## config.mk

```make
export PLATFORM = sky130hd
export DESIGN_NAME = masked_serial_adder
export DESIGN_NICKNAME = d
export VERILOG_FILES = /design/src/rtl/masked_adder_pkg.sv /design/src/rtl/dom_and.sv /design/src/rtl/masked_serial_adder.sv
export SDC_FILE = /design/constraint.sdc
export NUM_CORES = 1
export LEC_CHECK = 0
export CELL_PAD_IN_SITES_DETAIL_PLACEMENT = 1
export CELL_PAD_IN_SITES_GLOBAL_PLACEMENT = 1
export CORE_MARGIN = 4
export CORE_UTILIZATION = 25
export DETAILED_ROUTE_END_ITERATION = 8
export PLACE_DENSITY_LB_ADDON = 0.08
export SLEW_MARGIN = 20
export SYNTH_ARGS = -nofsm -noshare
export SYNTH_HDL_FRONTEND = slang
export SYNTH_SLANG_ARGS = --single-unit
```

## constraint.sdc

```tcl
create_clock -name clk -period 6.4 [get_ports clk]
set_input_delay 0.96 -clock clk [delete_from_list [all_inputs] [get_ports clk]]
set_output_delay 0.96 -clock clk [all_outputs]
set_load 0.03 [all_outputs]
```

## src/rtl/masked_adder_pkg.sv

```systemverilog
// Shared types and defaults for the first-order masked bit-serial adder.
package masked_adder_pkg;

    localparam int unsigned WIDTH_DEFAULT = 8;

    typedef enum logic [1:0] {
        IDLE = 2'd0,
        CALC = 2'd1,
        DONE = 2'd2
    } state_t;

    typedef enum logic {
        P0 = 1'b0,
        P1 = 1'b1
    } phase_t;

endpackage

```

## src/rtl/dom_and.sv

```systemverilog
// First-order DOM AND gadget: the cross-domain terms are blinded with r and
// all four partial products are registered before the shares are recombined.
module dom_and (
    input  logic clk,
    input  logic rst_n,
    input  logic en,
    input  logic x0,
    input  logic x1,
    input  logic y0,
    input  logic y1,
    input  logic r,
    output logic z0,
    output logic z1
);

    logic t00_q, t01_q, t10_q, t11_q;

    always_ff @(posedge clk or negedge rst_n) begin
        if (!rst_n) begin
            t00_q <= 1'b0;
            t01_q <= 1'b0;
            t10_q <= 1'b0;
            t11_q <= 1'b0;
        end else if (en) begin
            t00_q <= x0 & y0;
            t01_q <= (x0 & y1) ^ r;
            t10_q <= (x1 & y0) ^ r;
            t11_q <= x1 & y1;
        end
    end

    // Domain k only ever sees its own same-domain term and a registered cross term.
    assign z0 = t00_q ^ t01_q;
    assign z1 = t11_q ^ t10_q;

endmodule

```

## src/rtl/masked_serial_adder.sv

```systemverilog
// Boolean-masked ripple adder, one bit per two cycles (P0 multiplies, P1 commits).
// Optional output refresh with rnd[2] when MASKED_ADD_OUT_REFRESH_EN is defined.
module masked_serial_adder
    import masked_adder_pkg::*;
#(
    parameter int unsigned WIDTH = WIDTH_DEFAULT
) (
    input  logic             clk,
    input  logic             rst_n,
    input  logic [WIDTH-1:0] a0,
    input  logic [WIDTH-1:0] a1,
    input  logic [WIDTH-1:0] b0,
    input  logic [WIDTH-1:0] b1,
    input  logic             in_valid,
    output logic             in_ready,
    input  logic [2:0]       rnd,
    output logic [WIDTH-1:0] sum0,
    output logic [WIDTH-1:0] sum1,
    output logic             cout0,
    output logic             cout1,
    output logic             out_valid,
    input  logic             out_ready
);

    localparam int unsigned IW = (WIDTH > 1) ? $clog2(WIDTH) : 1;
    localparam logic [IW-1:0] LAST_IDX = IW'(WIDTH - 1);

    state_t           state_q;
    phase_t           phase_q;
    logic [IW-1:0]    idx_q;
    logic [WIDTH-1:0] a0_q, a1_q, b0_q, b1_q;
    logic             c0_q, c1_q;

    logic p0, p1;
    logic ab0, ab1, cp0, cp1;
    logic c0_new, c1_new;
    logic dom_en;
    logic rf;

    // Half-sum per domain is linear, so it never mixes shares.
    assign p0 = a0_q[idx_q] ^ b0_q[idx_q];
    assign p1 = a1_q[idx_q] ^ b1_q[idx_q];

    assign dom_en = (state_q == CALC) && (phase_q == P0);

    dom_and u_and_ab (
        .clk  (clk),
        .rst_n(rst_n),
        .en   (dom_en),
        .x0   (a0_q[idx_q]),
        .x1   (a1_q[idx_q]),
        .y0   (b0_q[idx_q]),
        .y1   (b1_q[idx_q]),
        .r    (rnd[0]),
        .z0   (ab0),
        .z1   (ab1)
    );

    dom_and u_and_cp (
        .clk  (clk),
        .rst_n(rst_n),
        .en   (dom_en),
        .x0   (c0_q),
        .x1   (c1_q),
        .y0   (p0),
        .y1   (p1),
        .r    (rnd[1]),
        .z0   (cp0),
        .z1   (cp1)
    );

    assign c0_new = ab0 ^ cp0;
    assign c1_new = ab1 ^ cp1;

`ifdef MASKED_ADD_OUT_REFRESH_EN
    assign rf = rnd[2];
`else
    logic unused_rnd2;
    assign unused_rnd2 = rnd[2];
    assign rf = 1'b0;
`endif

    always_ff @(posedge clk or negedge rst_n) begin
        if (!rst_n) begin
            state_q   <= IDLE;
            phase_q   <= P0;
            idx_q     <= '0;
            a0_q      <= '0;
            a1_q      <= '0;
            b0_q      <= '0;
            b1_q      <= '0;
            c0_q      <= 1'b0;
            c1_q      <= 1'b0;
            sum0      <= '0;
            sum1      <= '0;
            cout0     <= 1'b0;
            cout1     <= 1'b0;
            in_ready  <= 1'b1;
            out_valid <= 1'b0;
        end else begin
            case (state_q)
                IDLE: begin
                    if (in_valid) begin
                        a0_q     <= a0;
                        a1_q     <= a1;
                        b0_q     <= b0;
                        b1_q     <= b1;
                        c0_q     <= 1'b0;
                        c1_q     <= 1'b0;
                        idx_q    <= '0;
                        phase_q  <= P0;
                        in_ready <= 1'b0;
                        state_q  <= CALC;
                    end
                end
                CALC: begin
                    if (phase_q == P0) begin
                        phase_q <= P1;
                    end else begin
                        phase_q     <= P0;
                        sum0[idx_q] <= p0 ^ c0_q ^ rf;
                        sum1[idx_q] <= p1 ^ c1_q ^ rf;
                        c0_q        <= c0_new;
                        c1_q        <= c1_new;
                        if (idx_q == LAST_IDX) begin
                            cout0     <= c0_new ^ rf;
                            cout1     <= c1_new ^ rf;
                            out_valid <= 1'b1;
                            state_q   <= DONE;
                        end else begin
                            idx_q <= idx_q + 1'b1;
                        end
                    end
                end
                DONE: begin
                    if (out_ready) begin
                        out_valid <= 1'b0;
                        in_ready  <= 1'b1;
                        state_q   <= IDLE;
                    end
                end
                default: begin
                    state_q   <= IDLE;
                    in_ready  <= 1'b1;
                    out_valid <= 1'b0;
                end
            endcase
        end
    end

endmodule
```

==> flow_summary.toml <==
[clocking]
holdBufCountCts = 0
insertion_delay_ns = 0.32
htreeDepth = 3
cts_tree = "built"
clock_sinks = 68
cts_buffers = 9
clk_pin_slew_worst_paths_ns = 0.06
cts-root-buf = "clkbuf_16"
ctsResizeCount = 0
post_cts_buffers = 0
cts.path.max_buffers = 2

[grt]
track_usage = 0.110
grt_pass1_wl_mm = 12.1
grt_antenna_before_repair = 0
overflow = 0
grt_pass1_vias = 2216
grt_max_degree = 69

[power]
switching_share = 0.372
powerDensity_nw_per_um2 = 588
p_clk_frac = 0.205
p_leak_nw = 1.71
p_switching_mw = 0.905
p_int_mw = 1.53
vdd_ir_drop_max_v = 0.000157
seq_power_share = 0.338
combPwrFrac = 0.457
p_total_mw = 2.43

[sta]
grt_setup_unrepaired = "false"
setup_viol_count_final = 0
clock_skew_ns = 0.00792
hold_viol = 0
fin_crit_sh = 0.481
drv_slew = 0
finalSetupTns_ns = 0
finalCriticalPeriod_ns = 3.08
tightest_slew_ns = 0.976
relSlewSlack = 0.347
clock.fmax_mhz = 325

[floorplan]
start_util = 0.257
fp.dieW_um = 119
die-area_sq_um = 14300
core_region_area_sq_um = 12100
io_pins = 59
num_rows = 40
die_y_um = 119

[synth]
synth.area.top_cells = "dfrtp_1, mux2_2, ha_1"
synth_edf_count = 0
ys_seq_elements = 68
netlist_area_sq_um = 3110
synthesis.nets = 281
syn_avg_cell_area_sq_um = 13.2
yosysTopAreaCellShare = 0.540
synthArstFlopShare = 1.00
synth_common_cells = "dfrtp_1, mux2_2, nand2_1, nor2_1, buf_2"
yosysWarnings = 0
ys_seq_area_frac = 0.548
yosysUniqueCellTypes = 36
yosys.area.top_type = "dfrtp_1"
synthCells = 236
synth_flop_cell = "dfrtp_1"
yosysMostFrequentCell = "dfrtp_1"

[critical_path]
crit_required_ns = 6.61
cp.arrival_ns = 3.28
cp_max_fo = 21
cp-start-kind = "register"
worstSetupPathType = "register to register"
cp-end-kind = "register"

[run_status]
status = "finished clean"

[finish]
drive_gt1_frac = 0.257
fin_cells = 468
n_antenna_cell = 0
finalInstanceArea_sq_um = 4140
nets = 340
area_growth_syn_to_layout_pct = 33.3
fill_cells = 1284

[placement]
dp.final_hpwl_mm = 4.98
place_area_sq_um = 3840
place_congestion = 0.632
dp_cells = 452
port_buffers = 57

[drt]
totalWireLength_mm = 7.27
wire_per_inst_um = 15.5
num_vias = 2054
drt_iter0_markers = 46
via_per_inst = 4.39
dr.pass1.iters = 4
drc = 0
ant_nets = 0

[run]
max_cap_violations = 0

[worst_hold_path]
hp-class = "register to register"
-- through the flow --
step                hold slack, ns  utilization  worst slack, ns
floorplan                    0.472            -             4.04
global placement             0.464        0.319             3.29
detailed placement           0.472        0.319             3.30
CTS                          0.484        0.343             3.27
global route                 0.515        0.343             3.09
finish                       0.476        0.343             3.32
-- cells in the final DEF (no fill, tap or decap), types with 3 or more instances in the layout --
| master | count |
|---|---|
| clkbuf_16 | 9 |
| a21oi_1 | 8 |
| mux2_2 | 56 |
| a31oi_1 | 3 |
| nand3_1 | 5 |
| dfrtp_1 | 67 |
| xnor2_1 | 7 |
| a22o_1 | 3 |
| clkbuf_1 | 4 |
| ha_1 | 6 |
| mux2i_1 | 3 |
| a21o_1 | 3 |
| nor2_1 | 11 |
| clkdlybuf4s50_1 | 56 |
| o21ai_0 | 6 |
| inv_1 | 3 |
| nand2_1 | 18 |
-- state kept, by name, summed over array words and instances, names as in the netlist, 2 cells and up --
| register | cells |
|---|---|
| a0_q | 8 |
| a1_q | 8 |
| b0_q | 8 |
| b1_q | 8 |
| sum0 | 8 |
| sum1 | 8 |
| idx_q | 3 |
| state_q | 2 |
-- power groups by stage --
stage	clock network, mW	registers [mW]	logic [mW]
finish	0.500	0.823	1.11
global route	0.540	0.859	1.24
CTS	0.520	0.831	1.15
detailed placement	0	0.838	1.14
global placement	0	0.833	1.13
floorplan	0	0.859	0.726
-- routing by layer --
layer / up-vias / GRT usage / routed length, um
li1: 964 / - / -
met1: 1041 / 0.141 / 3320
met2: 43 / 0.172 / 3520
met3: 6 / 0.0394 / 350
met4: 0 / 0.0344 / 77
met5: - / 0 / 0
-- worst max-delay path, stage by stage, from the launching register on --
cell and delay (ns):
dfrtp_1 0.90, mux2_2 0.41, a22o_1 0.22, a21oi_1 0.28, nand2_1 0.10, ha_1 0.34
ha_1 0.40, mux2_2 0.30
-- cell type report --
class                      count  area (sq um)  area share
clock buffer                  15           268      0.0647
inverter                       3          11.3     0.00272
sequential                    68          1700       0.411
tap                          168           210      0.0508
clock inverter                 1          30.0     0.00725
timing repair buffer          59           581       0.140
multi-input combinational    154          1340       0.323
-- worst paths after layout --
path	start	to	slack [ns]	cells after the start
hold / removal	cout0	cout0	0.48	2
setup / recovery	idx_q[1]	sum0[7]	3.32	7
hold reg to reg	cout0	cout0	0.48	2
setup reg to reg	idx_q[1]	sum0[7]	3.32	7
min in group asynchronous	rst_n	a0_q[3]	0.86	2
max in group asynchronous	rst_n	sum1[3]	4.97	2
-- cells by family (layout without fill, tap and decap cells) --
group | Yosys count | after routing | share of synthesized area
flip-flops | 68 | 68 | 0.548
buffers and inverters | 14 | 78 | 0.0230
AO/OA/AOI/OAI | 29 | 29 | 0.0608
multiplexers | 63 | 63 | 0.244
XOR/XNOR | 9 | 9 | 0.0254
AND/OR/NAND/NOR | 47 | 47 | 0.0741
adder cells (fa/ha/maj) | 6 | 6 | 0.0242
No activity file was read; power rests on OpenSTA's default activity.
